File: config.mk
export PLATFORM = sky130hd
export DESIGN_NAME = gray_decoder
export DESIGN_NICKNAME = d
export VERILOG_FILES = /design/src/rtl/gray_decoder.sv
export SDC_FILE = /design/constraint.sdc
export NUM_CORES = 1
export LEC_CHECK = 0
export CAP_MARGIN = 20
export CORE_MARGIN = 4
export CORE_UTILIZATION = 45
export CTS_BUF_LIST = sky130_fd_sc_hd__clkbuf_4 sky130_fd_sc_hd__clkbuf_8
export CTS_CLUSTER_SIZE = 10
export DETAILED_ROUTE_END_ITERATION = 10
export DONT_BUFFER_PORTS = 1
export PLACE_DENSITY_LB_ADDON = 0.08
export SYNTH_ARGS = -nofsm -noshare
export SYNTH_HDL_FRONTEND = slang
export SYNTH_SLANG_ARGS = --single-unit
export TNS_END_PERCENT = 5
File: constraint.sdc
create_clock -name Clk -period 2.55 [get_ports Clk]
set_input_delay 0.51 -clock Clk [delete_from_list [all_inputs] [get_ports Clk]]
set_output_delay 0.51 -clock Clk [all_outputs]
set_load 0.05 [all_outputs]
File: src/rtl/gray_decoder.sv
// gray_decoder: registered 3-bit Gray-to-binary decoder with sequence tracking, wrap and error counters
module gray_decoder (
  input  logic       Clk,
  input  logic       Reset,
  input  logic       En,
  input  logic [2:0] Gray,
  output logic [2:0] Binary,
  output logic       Locked,
  output logic       Overflow,
  output logic       Error,
  output logic [3:0] WrapCount,
  output logic [3:0] ErrCount
);
  typedef enum logic [1:0] {IDLE, LOCKED, ERROR, RESYNC} state_t;
  state_t     state;
  logic [2:0] ref_gray;
  logic [2:0] dec;
  logic       step;
  logic       hold;
  logic       wrap;
  always_comb begin
    dec  = {Gray[2], ^Gray[2:1], ^Gray};
    step = dec == Binary + 3'd1;
    hold = Gray == ref_gray;
    wrap = step && Binary == 3'd7;
  end
  always_ff @(posedge Clk) begin
    if (Reset) begin
      state     <= IDLE;
      ref_gray  <= 3'd0;
      Binary    <= 3'd0;
      Locked    <= 1'b0;
      Overflow  <= 1'b0;
      Error     <= 1'b0;
      WrapCount <= 4'd0;
      ErrCount  <= 4'd0;
    end else begin
      Overflow <= 1'b0;
      if (En) begin
        case (state)
          IDLE: begin
            ref_gray <= Gray;
            Binary   <= dec;
            Locked   <= 1'b1;
            state    <= LOCKED;
          end
          ERROR: begin
            ref_gray <= Gray;
            Binary   <= dec;
            state    <= RESYNC;
          end
          default: begin
            // LOCKED and RESYNC share rules: a legal step (re)locks, a hold waits, anything else errors
            if (step) begin
              ref_gray  <= Gray;
              Binary    <= dec;
              Overflow  <= wrap;
              WrapCount <= WrapCount + {3'd0, wrap && WrapCount != 4'hf};
              Locked    <= 1'b1;
              Error     <= 1'b0;
              state     <= LOCKED;
            end else if (!hold) begin
              ErrCount <= ErrCount + {3'd0, ErrCount != 4'hf};
              Locked   <= 1'b0;
              Error    <= 1'b1;
              state    <= ERROR;
            end
          end
        endcase
      end
    end
  end
endmodule
Word-level counts from Yosys, hierarchy flattened
Index checks and enable logic that the tools add are counted.
{ "classes": {"add_sub_neg": 3, "eq_ne": 9, "muxes": 12, "n_bitwise": 5, "reduce_logical": 14} }
{ "op_table": {"columns": ["operator", "n"], "rows": [
  ["$mux W3", 4],
  ["$reduce_and A3 Y1", 3],
  ["$add A4 B1 Y4", 2],
  ["$ne A4 B4 Y1 const B", 2],
  ["$eq A3 B3 Y1", 2],
  ["$not A1 Y1", 5],
  ["$reduce_or A5 Y1", 1],
  ["$mux W1", 4],
  ["$mux W2", 2],
  ["$ne A4 B2 Y1 const B", 1],
  ["$pmux W2 S2", 1],
  ["$reduce_and A2 Y1", 2],
  ["$reduce_and A4 Y1", 1],
  ["$add A3 B1 Y3 const B", 1],
  ["$eq A3 B3 Y1 const B", 1],
  ["$ne A3 B2 Y1 const B", 1],
  ["$reduce_xor A3 Y1", 1],
  ["$eq A2 B2 Y1 const B", 1],
  ["$logic_and A1 B1 Y1", 2],
  ["$logic_not A2 Y1", 1],
  ["$ne A2 B2 Y1 const B", 1],
  ["$pmux W1 S2", 1],
  ["$reduce_bool A2 Y1", 1],
  ["$reduce_or A2 Y1", 1],
  ["$reduce_xor A2 Y1", 1]
]} }
{ "word_totals": {"regBits": 19, "inputBits": 6, "output_inout_bits": 14, "elab_cells": 51} }

Logic depth before layout (Yosys ltp)
Gate-level depths: netlist of run 1.
{ "depth": {"depth_word": 5, "ltp_mapped": 10, "ltp_nobuf": 10} }

Worst setup path after synthesis of run 1
No wires, ideal clock.
{ "synth_path": {"kind": "reg2reg", "from": "register Binary[0]", "to": "register WrapCount[1]", "arrival_ns": 2.658, "t_required_ns": 2.422, "path_slack_ns": -0.236, "stages_incl_launch_ff": 11, "synth_period_minus_slack_ns": 2.786, "cell_sequence": "dfxtp_1 -> ha_1 -> ha_1 -> and4b_2 -> o21ai_4 -> nand2_2 -> and3_1 -> ha_1 -> ha_1 -> mux2i_1 -> nor2_1"} }
{ "synth_between": {"elab_chain_len": 5, "elab_cells_between_ends": 7, "cone_classes": "add/sub (2); eq/ne (2); reduce/logical (3)"} }
{ "synth_lines": {"columns": ["item", "line_no", "text"], "rows": [
  ["start: declaration", "7", "output logic [2:0] Binary,"],
  ["start signal: assignment", "31", "Binary <= 3'd0;"],
  ["start signal: assignment", "43", "Binary <= dec;"],
  ["start signal: assignment", "49", "Binary <= dec;"],
  ["$add A3 B1 Y3", "23", "step = dec == Binary + 3'd1;"],
  ["$eq A3 B3 Y1", "23", null],
  ["$logic_and A1 B1 Y1", "25", "wrap = step && Binary == 3'd7;"],
  ["$logic_and A1 B1 Y1", "58", "WrapCount <= WrapCount + {3'd0, wrap && WrapCount != 4'hf};"],
  ["$add A4 B1 Y4", "58", null],
  ["end signal: assignment", "58", null],
  ["end: declaration", "11", "output logic [3:0] WrapCount,"]
]} }
Parallel ways exist; a longest one is shown, timed or not.
A chain may end at the register's enable or synchronous reset.

Worst setup path after layout of run 1
{ "layout_path": {"from": "register Binary[0]", "to": "register WrapCount[3]"} }
Same word-level chain as after synthesis.

==> summary.md, run 1 <==
| Metric | Value |
|---|---|
| CTS Root Buffer Type | `sky130_fd_sc_hd__clkbuf_4` |
| Top routing layer in use | `met4` |
| Starting DRT DRC Count | `15` |
| Count of max-cap constraint violations | `0` |
| Final Max Slew Viols | `0` |
| Synthesis-stage register bit count | `18` |
| Worst endpoint required time | `2.75 ns` |
| Routed length on met3 | `131 um` |
| Most common cell after layout, fill and taps aside | `sky130_fd_sc_hd__dfxtp_1` |
| Clk_skew | `0.01282 ns` |
| Global-route wire length before repair | `3360 um` |
| Unrepaired setup endpoints after global routing | `no` |
| Fraction of registers with async set/reset | `0` |
| Dominant cells by area after synthesis | `sky130_fd_sc_hd__dfxtp_1 (34%), sky130_fd_sc_hd__mux2i_1 (8.4%), sky130_fd_sc_hd__ha_1 (7.0%)` |
| Min-delay worst type | `in2reg` |
| Via count of the routed design | `723` |
| Maximum fanout along the worst path | `5` |
| Quantity of hold-fixing buffers added after cts | `0` |
| Count of TritonRoute iterations in the first routing pass | `2` |
| Final setup fails | `0` |
| Crit share post-route | `0.9382` |
| Power per cell area | `525.6 nW/um2` |
| Crit path top cell by count | `sky130_fd_sc_hd__ha_1` |
| Critical Path AT | `2.60 ns` |
| Aggregate global-route resource usage | `0.1300` |
| Tightest slew margin relative to the limit | `0.5940` |
| Area overhead of the layout relative to synthesis | `10.43%` |
| Ordered cell list for the critical path | `ha_1 -> ha_1 -> nand4bb_1 -> a21o_2 -> nand2_2 -> and3_1 -> ha_1 -> nand4_2 -> mux2_4` |
| Post-synthesis cell area | `1067 um2` |
| Final setup TNS | `0 ns` |
| IO buf count | `0` |
| Resized Gates After CTS | `0` |
| Sink count of the clock tree | `18` |
| Synth area leader | `sky130_fd_sc_hd__dfxtp_1` |
| Maximum clock insertion buffer count | `2` |
| Count of flip-flops with a built-in enable after synthesis | `0` |
| Count of endpoints failing hold in the final timing report | `0` |
| Slowest-stage cell, CP | `sky130_fd_sc_hd__ha_1` |
| Area share of the largest cell type after synthesis | `0.3376` |
| Tightest Pin Transition | `0.6082 ns` |
| Die Width | `56.70 um` |
| Dominant delay contributor by cell family on the critical path | `adder cells` |
| Met1 wire length | `929 um` |
| Met2 WL post-DR | `877 um` |
| Worst ir drop on vdd | `0.2733 mV` |
| Tot Pwr | `619.4 uW` |
| Routed wirelength normalized by instance count | `14.14 um` |
| Initial antenna violation count | `0` |
| Synthesized instance count | `101` |
| Number of antenna diodes | `0` |
| Leak | `0.4960 nW` |
| Total area of multi-input combinational cells | `654.4 um2` |
| Maximum level of the CTS H-tree | `1` |
| Clock transition at the register clock pins on the worst setup and hold paths after CTS | `0.12 ns` |
| Final WL | `1951 um` |
| Pin count of the biggest net entering global routing | `24` |
| Dominant register cell in the synthesized netlist | `sky130_fd_sc_hd__dfxtp_1` |
| Die footprint | `3215 um2` |
| Die outline height | `56.70 um` |
| Yosys warns | `0` |
| Total congestion overflow | `0` |
| Final weighted congestion in routability-driven placement | `0.7103` |
| Residual DRC | `0` |
| Register Area | `362.8 um2` |
| Synthesized area per cell | `10.57 um2` |
| Number of placement rows | `17` |
| Buffering stage count on the worst path with inverters included | `0` |
| Number of top-level design ports | `20` |
| Vias/cell | `5.239` |
| DPL Wire Length | `1456 um` |
| CTS tree | `built` |
| Fill cells | `216` |
| Nature of the critical path endpoint | `register` |
| Upper clock frequency limit | `0.4180 GHz` |
| Count of nets after finishing | `123` |
| Commonest cells after routing, fill and taps aside | `sky130_fd_sc_hd__dfxtp_1 (16), sky130_fd_sc_hd__nor2_1 (11), sky130_fd_sc_hd__buf_4 (10)` |
| Kind of critical path | `reg2reg` |
| Net Count, Synth | `113` |
| Setup crit start kind | `register` |
| Delay contributed by the slowest stage of the critical path | `0.36 ns` |
| Status | `finished clean` |
| Source-to-sink clock delay at the later pin of the worst-skew pair | `0.30 ns` |
| Total clock buffers created by CTS | `3` |
| Number of buffers added for setup after CTS | `0` |
| Area of the core | `2233 um2` |
| Number of nets still failing antenna checks after routing | `0` |
| Synth cell types | `38` |
| Number of global-route vias before repair | `747` |
| Starting density of the core | `0.4779` |
| Sequential area share after synthesis | `0.3376` |
| Fraction of final layout cells sized beyond drive strength 1 | `0.3000` |
| Post-route minimum period | `2.392 ns` |
path summary, 6_finish.rpt:
| check | to | from | slack [ns] | cells after the start |
|---|---|---|---|---|
| hold reg to reg | register | register | 0.47 | 2 |
| hold / removal | Binary[1] | Reset | 0.26 | 1 |
| setup reg to reg | WrapCount[3] | Binary[0] | 0.16 | 9 |
| setup / recovery | WrapCount[3] | Binary[0] | 0.16 | 9 |
power by group:
| part | switching [mW] | internal, mW |
|---|---|---|
| Sequential | 0.0206 | 0.295 |
| Clock | 0.0948 | 0.0870 |
| Combinational | 0.0714 | 0.0504 |
| Total | 0.187 | 0.433 |
layout make-up:
type,instances,share of cell area
flip-flops and latches,18,0.3079
inverters,4,0.01274
well taps,28,0.02972
multi-input cells,74,0.5552
clock buffers,4,0.03079
repair buffers,10,0.06369
state kept, by name (all words and copies together), names as in the netlist, named ones only:
signal	cells
ref_gray	2
state	1
Overflow	1
Error	1
WrapCount	4
ErrCount	4
Binary	3
Locked	1
cells in the mapped netlist, types with 2 or more instances:
cell type and count:
sky130_fd_sc_hd__nand2b_1 5, sky130_fd_sc_hd__dfxtp_1 18, sky130_fd_sc_hd__nand4_1 2, sky130_fd_sc_hd__mux2_1 2
sky130_fd_sc_hd__buf_6 2, sky130_fd_sc_hd__nor2b_1 3, sky130_fd_sc_hd__inv_1 4, sky130_fd_sc_hd__clkbuf_1 2
sky130_fd_sc_hd__xor2_1 2, sky130_fd_sc_hd__a211oi_1 2, sky130_fd_sc_hd__ha_1 6, sky130_fd_sc_hd__nand3_1 3
sky130_fd_sc_hd__nor3_2 2, sky130_fd_sc_hd__a21oi_1 3, sky130_fd_sc_hd__nor3_1 2, sky130_fd_sc_hd__nor2_1 11
sky130_fd_sc_hd__xnor2_1 3, sky130_fd_sc_hd__mux2i_1 9
layer usage:
layer  vias up  GRT usage
met5         -          0
met4         0    0.04068
met3         2    0.04138
met2        18     0.2046
met1       331     0.1671
li1        372          -
kinds of logic after synthesis:
| kind of cell | Yosys count | synth area share |
|---|---|---|
| fa+ha+maj | 6 | 0.07034 |
| compound gates | 10 | 0.09613 |
| buf+inv | 9 | 0.04924 |
| xor+xnor | 6 | 0.06683 |
| flops | 18 | 0.3376 |
| simple gates | 40 | 0.2603 |
| mux | 12 | 0.1196 |
per-stage QoR:
stage               cells    util  hold WS [ns]  setup slack, ns  cell area, um2
global placement      134  0.5115        0.4414           0.2399            1142
detailed placement    134  0.5115        0.4545           0.1630            1142
global route          138  0.5277        0.2488          0.02158            1179
floorplan             101       -        0.4343          0.01353            1070
CTS                   138  0.5277        0.2500           0.1443            1179
finish                138  0.5277        0.2586           0.1575            1179
worst reg2reg max path, delay by kind of cell, from the launching register on:
kind / cells / cell delay, ns
AO/OA/AOI/OAI: 1 / 0.26
adder cells (fa/ha/maj): 3 / 0.72
flip-flops: 1 / 0.34
multiplexers: 1 / 0.31
AND/OR/NAND/NOR: 4 / 0.66
Note: power is estimated with default switching activity, not from simulation.
==> inputs of run 2 (changes only) <==
--- a/config.mk
+++ b/config.mk
@@ -6,13 +6,15 @@
 export NUM_CORES = 1
 export LEC_CHECK = 0
 export CAP_MARGIN = 20
+export CORE_ASPECT_RATIO = 1.2
 export CORE_MARGIN = 4
 export CORE_UTILIZATION = 45
-export CTS_BUF_LIST = sky130_fd_sc_hd__clkbuf_4 sky130_fd_sc_hd__clkbuf_8
+export CTS_BUF_LIST = sky130_fd_sc_hd__clkbuf_4
 export CTS_CLUSTER_SIZE = 10
 export DETAILED_ROUTE_END_ITERATION = 10
 export DONT_BUFFER_PORTS = 1
 export PLACE_DENSITY_LB_ADDON = 0.08
+export RECOVER_POWER = 50
 export SYNTH_ARGS = -nofsm -noshare
 export SYNTH_HDL_FRONTEND = slang
 export SYNTH_SLANG_ARGS = --single-unit
==> run 2 against run 1 <==
Clock skew is 0.0037 ns lower. Register-to-register slack barely moved. Wire length decreased by 3.4%. Setup slack about the same. Maximum frequency about the same. First-iteration DRC count decreased by 53%. Via count increased by 1.1%. Design area shrank 2.7%. Combinational power decreased by 4%. Sequential power hardly changed. Count of clock-buffer cells in the layout down 1. Hold slack improved by 0.0055 ns. Critical path type unchanged. Critical endpoint unchanged. Largest cell class unchanged. Highest routed layer unchanged.
==> summary.md, run 2 (synthesis results as in run 1) <==
| Metric | Value |
|---|---|
| CTS Root Buffer Type | `sky130_fd_sc_hd__clkbuf_4` |
| Worst endpoint required time | `2.75 ns` |
| Starting DRT DRC Count | `7` |
| Resized Gates After CTS | `0` |
| Endpoint of the worst hold path | `WrapCount[2]` |
| Setup crit start kind | `register` |
| Crit share post-route | `0.9383` |
| Final weighted congestion in routability-driven placement | `0.7158` |
| Setup slack at placement | `0.1708 ns` |
| Tightest slew margin relative to the limit | `0.4932` |
| Kind of critical path | `reg2reg` |
| Residual DRC | `0` |
| Count of TritonRoute iterations in the first routing pass | `4` |
| Cell depth of the worst min-delay path | `1` |
| Final cell count without fillers | `141` |
| Critical Path Start | `Binary[0]` |
| IO buf count | `0` |
| Sink count of the clock tree | `18` |
| Path length in cells of the critical path | `9` |
| Maximum fanout along the worst path | `5` |
| Placed Instances | `137` |
| Die footprint | `3218 um2` |
| Crit path top cell by count | `sky130_fd_sc_hd__ha_1` |
| Reg-to-reg slack, setup | `0.16 ns` |
| Pin count of the biggest net entering global routing | `24` |
| Delay contributed by the slowest stage of the critical path | `0.36 ns` |
| Registers with the highest flip-flop counts | `ErrCount: 4 flops, WrapCount: 4 flops, Binary: 3 flops` |
| Number of placement rows | `19` |
| Area of the core | `2282 um2` |
| Most common cell after layout, fill and taps aside | `sky130_fd_sc_hd__dfxtp_1` |
| Launch point of the worst reg-to-reg path | `Binary[0]` |
| Count of max-cap constraint violations | `0` |
| Final setup TNS | `0 ns` |
| Global-route wire length before repair | `3305 um` |
| Commonest cells after routing, fill and taps aside | `sky130_fd_sc_hd__dfxtp_1 (16), sky130_fd_sc_hd__nor2_1 (12), sky130_fd_sc_hd__mux2i_1 (9)` |
| Ordered cell list for the critical path | `ha_1 -> ha_1 -> nand4bb_1 -> a21o_2 -> nand2_2 -> and3_1 -> ha_1 -> nand4_2 -> mux2_4` |
| Count of nets after finishing | `123` |
| Quantity of hold-fixing buffers added after cts | `0` |
| Leak | `0.4655 nW` |
| Area overhead of the layout relative to synthesis | `7.503%` |
| Number of nets still failing antenna checks after routing | `0` |
| Unrepaired setup endpoints after global routing | `no` |
| Endpoint of the most critical register-to-register path | `WrapCount[3]` |
| CTS tree | `built` |
| Total congestion overflow | `0` |
| Source-to-sink clock delay at the later pin of the worst-skew pair | `0.29 ns` |
| Maximum clock insertion buffer count | `2` |
| Final WL | `1885 um` |
| Final Max Slew Viols | `0` |
| Dominant delay contributor by cell family on the critical path | `adder cells` |
| Die outline height | `61.35 um` |
| Number of global-route vias before repair | `785` |
| Final setup fails | `0` |
| Minimum setup slack in the final design | `0.1573 ns` |
| Initial antenna violation count | `0` |
| Worst ir drop on vdd | `0.3721 mV` |
| Number of antenna diodes | `0` |
| Fraction of final layout cells sized beyond drive strength 1 | `0.2273` |
| DPL Wire Length | `1475 um` |
| Number of buffers added for setup after CTS | `0` |
| Power per cell area | `502.7 nW/um2` |
| Depth of the worst register-to-register path | `9` |
| Aggregate global-route resource usage | `0.1377` |
| Post-route minimum period | `2.393 ns` |
| Min-delay worst type | `in2reg` |
| Clock transition at the register clock pins on the worst setup and hold paths after CTS | `0.11 ns` |
| Status | `finished clean` |
| Count of endpoints failing hold in the final timing report | `0` |
| Routed wirelength normalized by instance count | `13.37 um` |
| Clk_skew | `0.009081 ns` |
| Die Width | `52.46 um` |
| Vias/cell | `5.184` |
| Maximum level of the CTS H-tree | `1` |
| Upper clock frequency limit | `0.4179 GHz` |
| Min-delay src | `Reset` |
| Nature of the critical path endpoint | `register` |
| Buffering stage count on the worst path with inverters included | `0` |
| Number of top-level design ports | `20` |
| Critical Path AT | `2.59 ns` |
| Via count of the routed design | `731` |
| Starting density of the core | `0.4677` |
| Slowest-stage cell, CP | `sky130_fd_sc_hd__ha_1` |
| Tightest Pin Transition | `0.7602 ns` |
| Total clock buffers created by CTS | `3` |
[run 2: cell types whose count changed in the layout (fill, tap and decap cells not counted)]
| cell | before | now |
|---|---|---|
| sky130_fd_sc_hd__buf_4 | 10 | 4 |
| sky130_fd_sc_hd__clkbuf_1 | 0 | 6 |
| sky130_fd_sc_hd__clkbuf_8 | 1 | 0 |
| sky130_fd_sc_hd__clkinv_1 | 0 | 1 |
| sky130_fd_sc_hd__nor2_1 | 11 | 12 |
| sky130_fd_sc_hd__nor2_2 | 1 | 0 |
[run 2: worst max path at each step]
stage	to	slack, ns
2_1_floorplan	WrapCount[1]	0.01
3_3_place_gp	WrapCount[1]	0.23
3_5_place_dp	WrapCount[3]	0.17
4_1_cts	WrapCount[3]	0.15
5_1_grt	WrapCount[3]	0.03
6_report	WrapCount[3]	0.16
[run 2: cell type report]
type	count	area, um2
fill	242	1135
clock inverter	1	3.754
timing repair buffer	10	52.55
clock buffer	3	22.52
multi-input combinational	74	651.9
tap	31	38.79
sequential	18	362.8
inverter	4	15.01
[run 2: stage by stage]
| stage | cell area [um2] | hold WS (ns) | total power [mW] | util |
|---|---|---|---|---|
| 3_3_place_gp | 1146 | 0.4422 | 0.4426 | 0.5022 |
| 4_1_cts | 1172 | 0.2468 | 0.5924 | 0.5137 |
| 3_5_place_dp | 1146 | 0.4470 | 0.4453 | 0.5022 |
| 2_1_floorplan | 1070 | 0.4343 | 0.4314 | - |
| 5_1_grt | 1147 | 0.2495 | 0.6051 | 0.5027 |
| 6_report | 1147 | 0.2641 | 0.5768 | 0.5027 |
[run 2: power by group]
part	total [mW]	leakage (nW)	switching [mW]	internal [mW]
Sequential	0.316	0.148	0.0206	0.295
Combinational	0.117	0.303	0.0698	0.0468
Clock	0.144	0.0154	0.0875	0.0569
[run 2: per-layer routing]
layer  global-route usage  routed length [um]
met5                    0                   0
met4              0.07664                  38
met3              0.03632                 149
met2               0.2429                 962
met1               0.1490                 735
==> inputs of run 3 (changes only) <==
==> constraint.sdc (replaced) <==
create_clock -name Clk -period 2 [get_ports Clk]
set_input_delay 0.4 -clock Clk [delete_from_list [all_inputs] [get_ports Clk]]
set_output_delay 0.4 -clock Clk [all_outputs]
set_load 0.05 [all_outputs]
==> run 3 against run 2 <==
The run now ends with setup timing left. Sequential power up 28%. Clock power is 28% higher. Wire length rose by 9.0%. Clock skew increased by 0.0012 ns. Global-route usage is 1.2 points higher. Sequential cell count did not move. Core utilization rose by 6.8 points. Design area increased by 14%. Maximum frequency increased by 17%. Via count increased by 4.8%. Combinational power rose by 47%.
==> summary.md, run 3 (synthesis results as in run 1) <==
| Metric | Value |
|---|---|
| Most common cell after layout, fill and taps aside | `sky130_fd_sc_hd__dfxtp_1` |
| Worst ir drop on vdd | `0.4187 mV` |
| Residual DRC | `0` |
| Final Max Slew Viols | `0` |
| IO buf count | `0` |
| Area overhead of the layout relative to synthesis | `22.04%` |
| Count of max-cap constraint violations | `0` |
| Post-route minimum period | `2.048 ns` |
| Final weighted congestion in routability-driven placement | `0.7051` |
| Power per cell area | `584.8 nW/um2` |
| Starting DRT DRC Count | `6` |
| Upper clock frequency limit | `0.4882 GHz` |
| Source-to-sink clock delay at the later pin of the worst-skew pair | `0.29 ns` |
| Crit path top cell by count | `sky130_fd_sc_hd__ha_4` |
| DPL Wire Length | `1608 um` |
| Dominant delay contributor by cell family on the critical path | `adder cells` |
| Sink count of the clock tree | `18` |
| Critical Path AT | `2.23 ns` |
| Worst endpoint required time | `2.18 ns` |
| Crit share post-route | `1.024` |
| Maximum clock insertion buffer count | `2` |
| Setup slack at placement | `-0.07399 ns` |
| Final Cell Area | `1303 um2` |
| Registers with the highest flip-flop counts | `ErrCount: 4 flops, WrapCount: 4 flops, Binary: 3 flops` |
| Final setup TNS | `-0.08443 ns` |
| Area of the core | `2282 um2` |
| Nature of the critical path endpoint | `register` |
| Placed Instances | `144` |
| Status | `finished, violations left` |
| Fraction of final layout cells sized beyond drive strength 1 | `0.3675` |
| Ordered cell list for the critical path | `ha_4 -> ha_4 -> nand4bb_1 -> a21o_2 -> nand2_4 -> and3_4 -> ha_4 -> nand4_2 -> mux2_4` |
| Commonest cells after routing, fill and taps aside | `sky130_fd_sc_hd__dfxtp_1 (16), sky130_fd_sc_hd__buf_4 (12), sky130_fd_sc_hd__nor2_1 (11)` |
| Count of endpoints failing hold in the final timing report | `0` |
| Initial antenna violation count | `0` |
| Tightest Pin Transition | `0.7380 ns` |
| Slowest-stage cell, CP | `sky130_fd_sc_hd__dfxtp_4` |
| Violated checks | `setup timing` |
| Maximum fanout along the worst path | `4` |
| Die Width | `52.46 um` |
| Placed cell areas | `1264 um2` |
| Maximum level of the CTS H-tree | `1` |
| Routed wirelength normalized by instance count | `13.88 um` |
| Min-delay worst type | `in2reg` |
| Count of TritonRoute iterations in the first routing pass | `4` |
| Quantity of hold-fixing buffers added after cts | `0` |
| Leak | `0.5032 nW` |
| Number of nets still failing antenna checks after routing | `0` |
| Clk_skew | `0.01028 ns` |
| Number of top-level design ports | `20` |
| Via count of the routed design | `766` |
| Final WL | `2054 um` |
| Number of global-route vias before repair | `800` |
| Aggregate global-route resource usage | `0.1502` |
| Final setup fails | `4` |
| Kind of critical path | `reg2reg` |
| Total congestion overflow | `0` |
| Number of antenna diodes | `0` |
| Minimum setup slack in the final design | `-0.04815 ns` |
| Tightest slew margin relative to the limit | `0.5080` |
| Vias/cell | `5.176` |
| Buffering stage count on the worst path with inverters included | `0` |
| Clock transition at the register clock pins on the worst setup and hold paths after CTS | `0.10 ns` |
| CTS Root Buffer Type | `sky130_fd_sc_hd__clkbuf_4` |
| Final cell count without fillers | `148` |
| Pin count of the biggest net entering global routing | `24` |
| Starting density of the core | `0.4677` |
| Delay contributed by the slowest stage of the critical path | `0.36 ns` |
| Count of nets after finishing | `130` |
| Unrepaired setup endpoints after global routing | `yes` |
| CTS tree | `built` |
| Die outline height | `61.35 um` |
| Total clock buffers created by CTS | `3` |
| Number of placement rows | `19` |
| Global-route wire length before repair | `3594 um` |
| Setup crit start kind | `register` |
| Die footprint | `3218 um2` |
run 3: path summary, 6_finish.rpt:
| check | cells after the start | startpoint | endpoint | slack (ns) |
|---|---|---|---|---|
| worst max register to register | 9 | Binary[1] | WrapCount[3] | -0.05 |
| worst min register to register | 2 | register | register | 0.46 |
| worst min-delay path | 1 | Reset | WrapCount[2] | 0.16 |
| worst max-delay path | 9 | Binary[1] | WrapCount[3] | -0.05 |
run 3: cell type report:
class,instances,area (um2)
fill,230,979.7
multi-input combinational,74,738.2
sequential,18,367.9
timing repair buffer,17,116.4
tap,31,38.79
clock buffer,3,22.52
inverter,4,15.01
clock inverter,1,3.754
run 3: per-stage QoR:
step / power [mW] / hold WS [ns] / utilization
4_1_cts: 0.7742 / 0.1522 / 0.5713
5_1_grt: 0.8036 / 0.1411 / 0.5707
6_report: 0.7617 / 0.1631 / 0.5707
3_3_place_gp: 0.5818 / 0.4460 / 0.5537
3_5_place_dp: 0.5851 / 0.4482 / 0.5537
2_1_floorplan: 0.5601 / 0.4343 / -
run 3: metal layers:
metal | global-route usage | share of wire
met2 | 0.2695 | 0.53
met4 | 0.06569 | 0.0097
met5 | 0 | 0
met1 | 0.1709 | 0.40
met3 | 0.03148 | 0.057
run 3: what timing repair did:
| item | CTS | global route |
|---|---|---|
| endpoints found under the setup margin | 11 | 11 |
| setup buffers | 0 | 0 |
| cloned | 0 | 0 |
| pin swaps | 7 | 2 |
| resized for setup | 3 | 3 |
run 3: worst register-to-register path: cells and delay by family (launching register included):
kind | cells | cell delay (ns)
fa+ha+maj | 3 | 0.53
compound gates | 1 | 0.24
simple gates | 4 | 0.51
flops | 1 | 0.36
mux | 1 | 0.30
run 3: where the power goes:
part           internal (mW)  switching (mW)
clock network         0.0724           0.113
logic                 0.0761          0.0961
registers              0.376          0.0285
